[src/rtl/riscv_enc_pkg.sv]
// RV32I subset encoding: op kinds, loader states, opcode/funct fields and the word encoder.
// The field constants are shared with the pipeline's decode path.
package riscv_enc_pkg;

  typedef enum logic [3:0] {
    ADD  = 4'd0,
    SUB  = 4'd1,
    AND  = 4'd2,
    OR   = 4'd3,
    SLT  = 4'd4,
    ADDI = 4'd5,
    LB   = 4'd6,
    SB   = 4'd7,
    BEQ  = 4'd8
  } op_kind_t;

  typedef enum logic [1:0] {StIdle, StLoad, StDrain, StDone} ld_state_t;

  localparam logic [6:0] OPC_OP     = 7'b0110011;
  localparam logic [6:0] OPC_OP_IMM = 7'b0010011;
  localparam logic [6:0] OPC_LOAD   = 7'b0000011;
  localparam logic [6:0] OPC_STORE  = 7'b0100011;
  localparam logic [6:0] OPC_BRANCH = 7'b1100011;

  localparam logic [2:0] F3_ADD_SUB = 3'b000;
  localparam logic [2:0] F3_SLT     = 3'b010;
  localparam logic [2:0] F3_OR      = 3'b110;
  localparam logic [2:0] F3_AND     = 3'b111;
  localparam logic [2:0] F3_ADDI    = 3'b000;
  localparam logic [2:0] F3_LB      = 3'b000;
  localparam logic [2:0] F3_SB      = 3'b000;
  localparam logic [2:0] F3_BEQ     = 3'b000;

  localparam logic [6:0] F7_BASE = 7'b0000000;
  localparam logic [6:0] F7_SUB  = 7'b0100000;

  // Branch offsets are halfword-aligned, so an odd BEQ offset cannot be encoded.
  function automatic logic op_legal(logic [3:0] kind, logic imm0);
    return (kind <= 4'(BEQ)) && !((kind == 4'(BEQ)) && imm0);
  endfunction

  function automatic logic [31:0] enc_word(op_kind_t kind, logic [4:0] rd, logic [4:0] rs1,
                                           logic [4:0] rs2, logic [12:0] imm);
    logic [31:0] w;
    w = '0;
    case (kind)
      ADD:  w = {F7_BASE, rs2, rs1, F3_ADD_SUB, rd, OPC_OP};
      SUB:  w = {F7_SUB, rs2, rs1, F3_ADD_SUB, rd, OPC_OP};
      AND:  w = {F7_BASE, rs2, rs1, F3_AND, rd, OPC_OP};
      OR:   w = {F7_BASE, rs2, rs1, F3_OR, rd, OPC_OP};
      SLT:  w = {F7_BASE, rs2, rs1, F3_SLT, rd, OPC_OP};
      ADDI: w = {imm[11:0], rs1, F3_ADDI, rd, OPC_OP_IMM};
      LB:   w = {imm[11:0], rs1, F3_LB, rd, OPC_LOAD};
      SB:   w = {imm[11:5], rs2, rs1, F3_SB, imm[4:0], OPC_STORE};
      BEQ:  w = {imm[12], imm[10:5], rs2, rs1, F3_BEQ, imm[4:1], imm[11], OPC_BRANCH};
      default: w = '0;
    endcase
    return w;
  endfunction

endpackage

[src/rtl/sync_fifo.sv]
// Single-clock FIFO with full/empty flags and a head word read straight from the storage registers.
module sync_fifo #(
  parameter int unsigned W     = 32,
  parameter int unsigned DEPTH = 4
) (
  input  logic         clk,
  input  logic         rst_n,
  input  logic         push,
  input  logic [W-1:0] din,
  input  logic         pop,
  output logic [W-1:0] dout,
  output logic         full,
  output logic         empty
);

  localparam int unsigned PW = (DEPTH > 1) ? $clog2(DEPTH) : 1;

  logic [W-1:0]  mem_q [DEPTH];
  logic [PW-1:0] wr_ptr_q, rd_ptr_q;
  logic [PW:0]   count_q, count_d;
  logic          do_push, do_pop;

  assign full    = (count_q == (PW+1)'(DEPTH));
  assign empty   = (count_q == '0);
  assign do_push = push && !full;
  assign do_pop  = pop && !empty;
  assign dout    = mem_q[rd_ptr_q];

  always_comb begin
    count_d = count_q;
    case ({do_push, do_pop})
      2'b10:   count_d = count_q + 1'b1;
      2'b01:   count_d = count_q - 1'b1;
      default: count_d = count_q;
    endcase
  end

  always_ff @(posedge clk or negedge rst_n) begin
    if (!rst_n) begin
      wr_ptr_q <= '0;
      rd_ptr_q <= '0;
      count_q  <= '0;
    end else begin
      if (do_push) wr_ptr_q <= wr_ptr_q + 1'b1;
      if (do_pop)  rd_ptr_q <= rd_ptr_q + 1'b1;
      count_q <= count_d;
    end
  end

  always_ff @(posedge clk or negedge rst_n) begin
    if (!rst_n) begin
      for (int i = 0; i < DEPTH; i++) mem_q[i] <= '0;
    end else if (do_push) begin
      mem_q[wr_ptr_q] <= din;
    end
  end

endmodule

[src/rtl/instr_encoder_loader.sv]
// Encodes symbolic RV32I ops into machine words and streams them into instruction memory
// through a small FIFO, tracking address, word count, illegal ops and address wrap.
module instr_encoder_loader
  import riscv_enc_pkg::*;
#(
  parameter int unsigned ADDR_W    = 6,
  parameter int unsigned DEPTH     = 4,
  parameter int unsigned BASE_ADDR = 0
) (
  input  logic              clk,
  input  logic              rst_n,
  input  logic              start,
  input  logic              op_valid,
  output logic              op_ready,
  input  logic [3:0]        op_kind,
  input  logic              op_last,
  input  logic [4:0]        rd,
  input  logic [4:0]        rs1,
  input  logic [4:0]        rs2,
  input  logic [12:0]       imm,
  output logic              imem_we,
  input  logic              imem_wready,
  output logic [ADDR_W-1:0] imem_addr,
  output logic [31:0]       imem_wdata,
  output logic              done,
  output logic              err_illegal,
  output logic              err_wrap,
  output logic [ADDR_W:0]   word_cnt
);

  ld_state_t         state_q, state_d;
  logic [ADDR_W-1:0] addr_q;
  logic [ADDR_W:0]   cnt_q;
  logic              err_illegal_q, err_wrap_q;
  logic              fifo_full, fifo_empty;
  logic              accept, legal, push, wr, start_load;
  logic [31:0]       enc;

  assign op_ready = (state_q == StLoad) && !fifo_full;
  assign accept   = op_valid && op_ready;
  assign legal    = op_legal(op_kind, imm[0]);
  assign push     = accept && legal;
  assign enc      = enc_word(op_kind_t'(op_kind), rd, rs1, rs2, imm);
  assign imem_we  = !fifo_empty;
  assign wr       = imem_we && imem_wready;

  assign imem_addr   = addr_q;
  assign word_cnt    = cnt_q;
  assign err_illegal = err_illegal_q;
  assign err_wrap    = err_wrap_q;

  sync_fifo #(
    .W     (32),
    .DEPTH (DEPTH)
  ) u_fifo (
    .clk   (clk),
    .rst_n (rst_n),
    .push  (push),
    .din   (enc),
    .pop   (wr),
    .dout  (imem_wdata),
    .full  (fifo_full),
    .empty (fifo_empty)
  );

  always_comb begin
    state_d    = state_q;
    done       = 1'b0;
    start_load = 1'b0;
    unique case (state_q)
      StIdle, StDone: begin
        if (start) begin
          state_d    = StLoad;
          start_load = 1'b1;
        end
      end
      StLoad: begin
        if (accept && op_last) state_d = StDrain;
      end
      StDrain: begin
        if (fifo_empty) begin
          state_d = StDone;
          done    = 1'b1;
        end
      end
      default: state_d = StIdle;
    endcase
  end

  always_ff @(posedge clk or negedge rst_n) begin
    if (!rst_n) state_q <= StIdle;
    else        state_q <= state_d;
  end

  // start_load only fires in IDLE/DONE, where the FIFO is empty, so it never races a write.
  always_ff @(posedge clk or negedge rst_n) begin
    if (!rst_n) begin
      addr_q        <= ADDR_W'(BASE_ADDR);
      cnt_q         <= '0;
      err_illegal_q <= 1'b0;
      err_wrap_q    <= 1'b0;
    end else if (start_load) begin
      addr_q        <= ADDR_W'(BASE_ADDR);
      cnt_q         <= '0;
      err_illegal_q <= 1'b0;
      err_wrap_q    <= 1'b0;
    end else begin
      if (accept && !legal) err_illegal_q <= 1'b1;
      if (wr) begin
        addr_q <= addr_q + 1'b1;
        cnt_q  <= cnt_q + 1'b1;
        if (&addr_q) err_wrap_q <= 1'b1;
      end
    end
  end

endmodule
[config.mk]
export PLATFORM = sky130hd
export DESIGN_NAME = instr_encoder_loader
export DESIGN_NICKNAME = d
export VERILOG_FILES = /design/src/rtl/riscv_enc_pkg.sv /design/src/rtl/sync_fifo.sv /design/src/rtl/instr_encoder_loader.sv
export SDC_FILE = /design/constraint.sdc
export NUM_CORES = 1
export LEC_CHECK = 0
export ABC_AREA = 1
export BUFFER_PORTS_ARGS = -buffer_cell sky130_fd_sc_hd__buf_2
export CORE_AREA = 2 2 155 157
export DETAILED_ROUTE_END_ITERATION = 7
export DIE_AREA = 0 0 157 159
export GPL_TIMING_DRIVEN = 0
export PLACE_DENSITY_LB_ADDON = 0.08
export SYNTH_ARGS = -nofsm -noshare
export SYNTH_HDL_FRONTEND = slang
export SYNTH_SLANG_ARGS = --single-unit
[constraint.sdc]
create_clock -name clk -period 4.87 [get_ports clk]
set_clock_uncertainty 0.15 [all_clocks]
set_input_delay 0.974 -clock clk [delete_from_list [all_inputs] [get_ports clk]]
set_output_delay 0.974 -clock clk [all_outputs]
set_load 0.02 [all_outputs]
== Yosys cells after proc, flatten, opt, wreduce, memory -nomap -nowiden ==
Index checks and enable logic that the tools add are counted.
Storage, ports and cells
  bits in registers: 152
  input bits: 38
  output and inout bits: 50
  logic and storage cells: 92
Cells by class
  $add $sub $neg: 6
  magnitude comparators: 4
  equal/unequal tests: 17
  multiplexer cells: 25
  bitwise gates (word level): 2
  reduce and logical (&&, ||, !) cells: 26
Operator list (number)
  $pmux 32 s9: 1
  $bwmux 128: 1
  $mux 32: 3
  $bmux 32 s2: 1
  $demux 32 s2: 1
  $eq 4x3->1 const B: 4
  $mux 7: 2
  $mux 6: 2
  $logic_and 1x1->1: 11
  $mux 1: 9
  $eq 4x2->1 const B: 2
  $reduce_bool 2->1: 4
  $add 7x1->7 const B: 1
  $add 6x1->6 const B: 1
  $eq 2x2->1 const B: 3
  $ge 3x3->1 const B: 2
  $mux 2: 3
  $not 2->3: 2
  $pmux 2 s3: 1
  $pmux 3 s2: 1
  $reduce_and 6->1: 1
  $add 2x1->2 const B: 2
  $eq 2x1->1 const B: 2
  $eq 4x1->1 const B: 1
  15 further kinds: 19

== Longest topological paths before layout ==
  word-level depth: 8
  gate-level depth with buffers: 11
  depth with buffers taken out: 11

== By module ==
Synthesis repeated with hierarchy kept, for this count alone.
Second synthesis, totals
  cell total of the unflattened synthesis: 1054
  area total of the unflattened synthesis: 8013.9 µm²
By module, submodules not included
  sync_fifo: times used 1, cells each 841, area an instance 6708.9 µm², seq. area each 3378.2 µm²
  instr_encoder_loader: times used 1, cells each 213, area an instance 1305.0 µm², seq. area each 425.4 µm²

== Worst setup path after synthesis ==
Ideal clock, no wire load.
  kind: reg2out
  from: register u_fifo.rd_ptr_q[0]
  to: output imem_wdata[1]
  data arrival time: 1.492 ns
  data required time: 3.746 ns
  setup slack: 2.254 ns
  cell stages (with the launch flop): 6
  path buffers: 2
  cell sequence: dfrtp_1 inv_1 clkbuf_1 nor2_1 o22ai_1 buf_4
Between the ends
  longest elaborated chain between the ends: 4
RTL lines
  start, declared: line sync_fifo.sv:19  | logic [PW-1:0] wr_ptr_q, rd_ptr_q;
  start signal, assigned: line sync_fifo.sv:45  | if (do_pop) rd_ptr_q <= rd_ptr_q + 1'b1;
  $not 2->3 (not written as such): line sync_fifo.sv:27  | assign dout = mem_q[rd_ptr_q];
  $bmux 32 s2: line sync_fifo.sv:27
  $mux 32 (not written as such) (2 in series): line sync_fifo.sv:27
  end, declared: line instr_encoder_loader.sv:24  | output logic [31:0] imem_wdata,
Every way passes these cells. The select of a mux whose other input is x is not followed.

== Worst setup path after layout ==
  from: register u_fifo.rd_ptr_q[0]
  to: output imem_wdata[30]
The elaborated chain is that of the path after synthesis.

==> summary by stage <==
Floorplanning
From left edge to right edge, the die measures 157 um. The cell row count is 56. The die height is 159 um. For this design the top-level I/O count stands at between 80 and 90.

The floorplan step defined a die boundary enclosing roughly 0.025 sq mm. The core region is 0.0232 sq mm. The initial utilization of the core area, before any placement, comes to 0.296.

Setup path
The largest fanout on the critical path is 10. Traced cell by cell, the critical path runs through inv_1 -> clkbuf_1 -> clkbuf_1 -> nor2_1 -> o22ai_1 -> buf_2. The number of logic stages on the critical path including buffering is 6. The count of buffer and inverter cells on the critical path is 4. Data on the critical path is required at its endpoint by 3.75 ns. In this design, the stage delay of the slowest critical-path cell is 0.53 ns. The timing endpoint of the critical path is imem_wdata[30]. In this run the critical register-to-register path is launched from u_fifo.count_q[1]$_DFFE_PN0P_. The critical register-to-register path endpoint is u_fifo.count_q[1]$_DFFE_PN0P_.

The cell type with the highest occurrence count on the critical path is sky130_fd_sc_hd__clkbuf_1. The category of the worst setup path launch point is a flop. Grouping stages by cell kind, the critical path spends the most delay in buffers and inverters. The setup slack on the worst flop-to-flop path is 2.44 ns.

The most critical setup path has its startpoint at u_fifo.rd_ptr_q[0]$_DFFE_PN0P_. The cell with the largest stage delay on the worst path is sky130_fd_sc_hd__clkbuf_1. The worst setup path is captured at a primary output. Data arrives at the worst endpoint at 2.67 ns. The number of cells traversed by the worst register-to-register path is 8. The category of the most critical setup path is reg -> out.

Logic synthesis
The compound-cell area share of the yosys netlist came to 0.0924. The share of synthesized cell area in and, or, nand and nor gates is 0.312. Of the total synthesized cell area, the portion taken by full adders, half adders and majority gates is 0.0193.

Yosys mapped the design onto 28 distinct sky130hd cell types. The XOR/XNOR share of the synthesized area is 0.00638. The post-synthesis sequential area ratio is 0.510. The largest family of logic cells by synthesized area is simple AND/OR/NAND/NOR gates.

Counting flops and latches in the post-synthesis netlist gives 140. The share of cell area taken by muxes after synthesis is 0. The number of instances in the synthesized netlist is 902.

For this run, the number of Yosys warnings is 0. Each instance of the synthesized netlist takes up on average 7.61 sq um. The cell area that synthesis handed to floorplanning was slightly below 0.007 sq mm.

Detailed routing
The wire length reported by the detailed router is about 23,000 um. The routed layout has 6,188 vias. The first-iteration detailed-routing DRC count is 348.

In the routed design, unresolved DRC markers number 0. In the routed layout, each cell is associated on average with a via count of between 4 and 5. In the final routed layout, each cell accounts on average for 17.0 um.

The count of nets left with antenna violations once routing finished came out at 0. The first TritonRoute pass finished after 6 iterations.

Place
The count of port buffers added during placement is 85. Routability-driven placement finished with a final weighted congestion of 0.775. The total placed cells including tap cells is 1,308. Before CTS, the worst setup slack after placement is 1.52 ns. The detailed-placement wirelength estimate is between 10,000 and 15,000 um.

Power and ir drop
The maximum resistive drop on vdd is between 150 and 200 uV. Summed over all cells, the static leakage comes to ~4.5 nW. In this run the power density over the cells is between 600 and 700 mW/mm^2.

Layout
The growth of design area from synthesis to finish is 22.4%. The most common cell after layout, fill and taps aside is sky130_fd_sc_hd__nand2_1. At the end of the flow the core is filled with cells to 0.362. Once layout is complete, the cells apart from fillers number around 1,300. The number of fill cells is 2,500. The storage element area is approximately 0.0035 sq mm. Leaving out fill and tap cells, the most frequent cells in the layout are 402 x sky130_fd_sc_hd__nand2_1, 140 x sky130_fd_sc_hd__dfrtp_1, 96 x sky130_fd_sc_hd__buf_2.

The final layout contains 1,056 nets. Of the cells placed in the final design, the portion with a size suffix greater than 1 is 0.155. The antenna diode instance count is 0.

The multi-input combinational cells in the finished layout cover a total of roughly 0.0030 sq mm.

CTS
CTS saw 140 sinks. The clock-pin slew on the worst setup and hold paths is 0.06 ns. TritonCTS built the clock tree. The number of buffers created by CTS is 17. No sink is reached through more buffers than the 2 on the longest clock path. The number of gates resized after CTS was 0. At the later pin of the worst-skew pair, clock insertion delay measures 0.43 ns. For this design, the CTS-stage hold fixing added 0 buffers. The root buffer cell is sky130_fd_sc_hd__clkbuf_16. Post-CTS timing repair inserted 0 buffers for setup.

In this run the number of H-tree levels came out at 4.

Global route
The pin count of the biggest net entering global routing is 77. The number of antenna violations at the first check in global routing is 0. The number of global-route vias before repair is 5,857. Summed over all layers, the global routing overflow is 0. The wire length of the first global-routing pass is 35,000 um.

The overall routing resource usage is 0.187.

Timing
The tightest hold path in the finished design has a slack of 0.314 ns. At the pin with the least slew margin, the transition time is 0.716 ns. Headroom to the max-slew limit came out at 0.523.

Setup slack closes at 1.08 ns. The post-route fraction of the period consumed by the critical path is 0.779. Setup repair after global routing left no endpoint under its margin. The count of final hold-check violations was 0. For this run, the top clock speed supported by timing is 0.264 GHz.

The count of final max-slew check failures is 0. Adding up every negative setup slack in the final design gives 0 ns. Setup violations remaining at the end of the flow were counted as 0. The worst path in the final design needs a cycle of 3.79 ns, including I/O delays and setup.

Job
The count of maximum capacitance violations is 0.

Status
The flow ran to the end, and the final reports show no timing, DRC or antenna violations.

Min path
The kind of path behind the tightest hold check is reg -> reg.
==> registers in the layout, indices dropped and copies added (netlist names) <==
| register | flops |
|---|---|
| u_fifo.count_q | 3 |
| word_cnt | 7 |
| err_illegal | 1 |
| err_wrap | 1 |
| u_fifo.rd_ptr_q | 2 |
| u_fifo.wr_ptr_q | 2 |
| imem_addr | 6 |
| u_fifo.mem_q | 116 |
| state_q | 2 |
==> power breakdown <==
part / switching [mW] / total, mW / internal [mW] / leakage, nW
combinational: 1.45 / 2.14 / 0.695 / 2.33
sequential: 0.254 / 1.83 / 1.58 / 1.87
clock: 0.522 / 1.51 / 0.987 / 0.320
==> worst register-to-register path: cells and delay by family, from the launching register on <==
family / cells / cell delay [ns]
adders and majority gates: 2 / 0.70
and+or+nand+nor: 3 / 0.56
DFF: 1 / 0.40
buffers and inverters: 2 / 0.39
AOI/OAI and AO/OA: 1 / 0.15
==> logic make-up after synthesis <==
kind of cell | Yosys count
AOI/OAI and AO/OA | 114
xor gates and xnor gates | 5
adders and majority gates | 10
buffers and inverters | 92
DFF | 140
other | 1
and+or+nand+nor | 540
==> worst min path at each step <==
| stage | startpoint | endpoint | cells past startpoint |
|---|---|---|---|
| after floorplan | u_fifo.mem_q[33]$_DFFE_PN0P_ | u_fifo.mem_q[33]$_DFFE_PN0P_ | 1 |
| after global placement | u_fifo.mem_q[84]$_DFFE_PN0P_ | u_fifo.mem_q[84]$_DFFE_PN0P_ | 2 |
| after detailed placement | u_fifo.mem_q[65]$_DFFE_PN0P_ | u_fifo.mem_q[65]$_DFFE_PN0P_ | 1 |
| after CTS | u_fifo.mem_q[33]$_DFFE_PN0P_ | u_fifo.mem_q[33]$_DFFE_PN0P_ | 1 |
| after global routing | u_fifo.mem_q[33]$_DFFE_PN0P_ | u_fifo.mem_q[33]$_DFFE_PN0P_ | 1 |
| final | u_fifo.mem_q[33]$_DFFE_PN0P_ | u_fifo.mem_q[33]$_DFFE_PN0P_ | 1 |
==> per-stage QoR <==
step	cell area [sq um]	power (mW)
final	8400	5.48
after CTS	8400	5.55
after detailed placement	7720	4.02
after global placement	7690	4.01
after floorplan	6870	3.23
after global routing	8400	5.88
==> cells in the mapped netlist <==
master | number | area share
sky130_fd_sc_hd__nand3_4 | 1 | 0.0026
sky130_fd_sc_hd__nand3_1 | 26 | 0.019
sky130_fd_sc_hd__nand4_1 | 9 | 0.0082
sky130_fd_sc_hd__a21oi_4 | 1 | 0.0024
sky130_fd_sc_hd__or2_2 | 5 | 0.0046
sky130_fd_sc_hd__inv_2 | 3 | 0.0016
sky130_fd_sc_hd__clkinv_1 | 1 | 0.00055
sky130_fd_sc_hd__conb_1 | 1 | 0.00055
sky130_fd_sc_hd__o22ai_1 | 30 | 0.027
sky130_fd_sc_hd__a21boi_1 | 5 | 0.0055
sky130_fd_sc_hd__o31ai_1 | 1 | 0.0011
sky130_fd_sc_hd__clkbuf_1 | 19 | 0.010
sky130_fd_sc_hd__o21ai_0 | 73 | 0.053
sky130_fd_sc_hd__nor2_1 | 82 | 0.045
sky130_fd_sc_hd__dfrtp_1 | 140 | 0.51
sky130_fd_sc_hd__buf_2 | 12 | 0.0088
sky130_fd_sc_hd__ha_1 | 9 | 0.016
sky130_fd_sc_hd__a21oi_1 | 4 | 0.0029
sky130_fd_sc_hd__fa_1 | 1 | 0.0029
sky130_fd_sc_hd__nor2_2 | 4 | 0.0036
sky130_fd_sc_hd__buf_4 | 11 | 0.012
sky130_fd_sc_hd__nand3_2 | 1 | 0.0015
sky130_fd_sc_hd__nand2_1 | 402 | 0.22
sky130_fd_sc_hd__nand2_2 | 5 | 0.0046
sky130_fd_sc_hd__xnor2_1 | 1 | 0.0013
sky130_fd_sc_hd__inv_1 | 46 | 0.025
sky130_fd_sc_hd__xor2_1 | 4 | 0.0051
sky130_fd_sc_hd__nor3_1 | 5 | 0.0036
==> final cells by class <==
cell class / instances / share of cell area
flip-flops and latches: 140 / 0.417
repair buffers: 86 / 0.0547
clock buffers: 21 / 0.0548
well taps: 319 / 0.0475
multi-input cells: 671 / 0.353
clock inverters: 10 / 0.0253
inverters: 50 / 0.0223
plain buffers: 42 / 0.0255
==> layer usage <==
layer  global-route usage  up-vias  share of wire
li1                     -     3060              -
met1                0.278     2974           0.50
met2                0.278      146           0.45
met3               0.0373        8          0.043
met4               0.0455        0         0.0085
met5                    0        -              0
No activity file was read; power rests on OpenSTA's default activity.
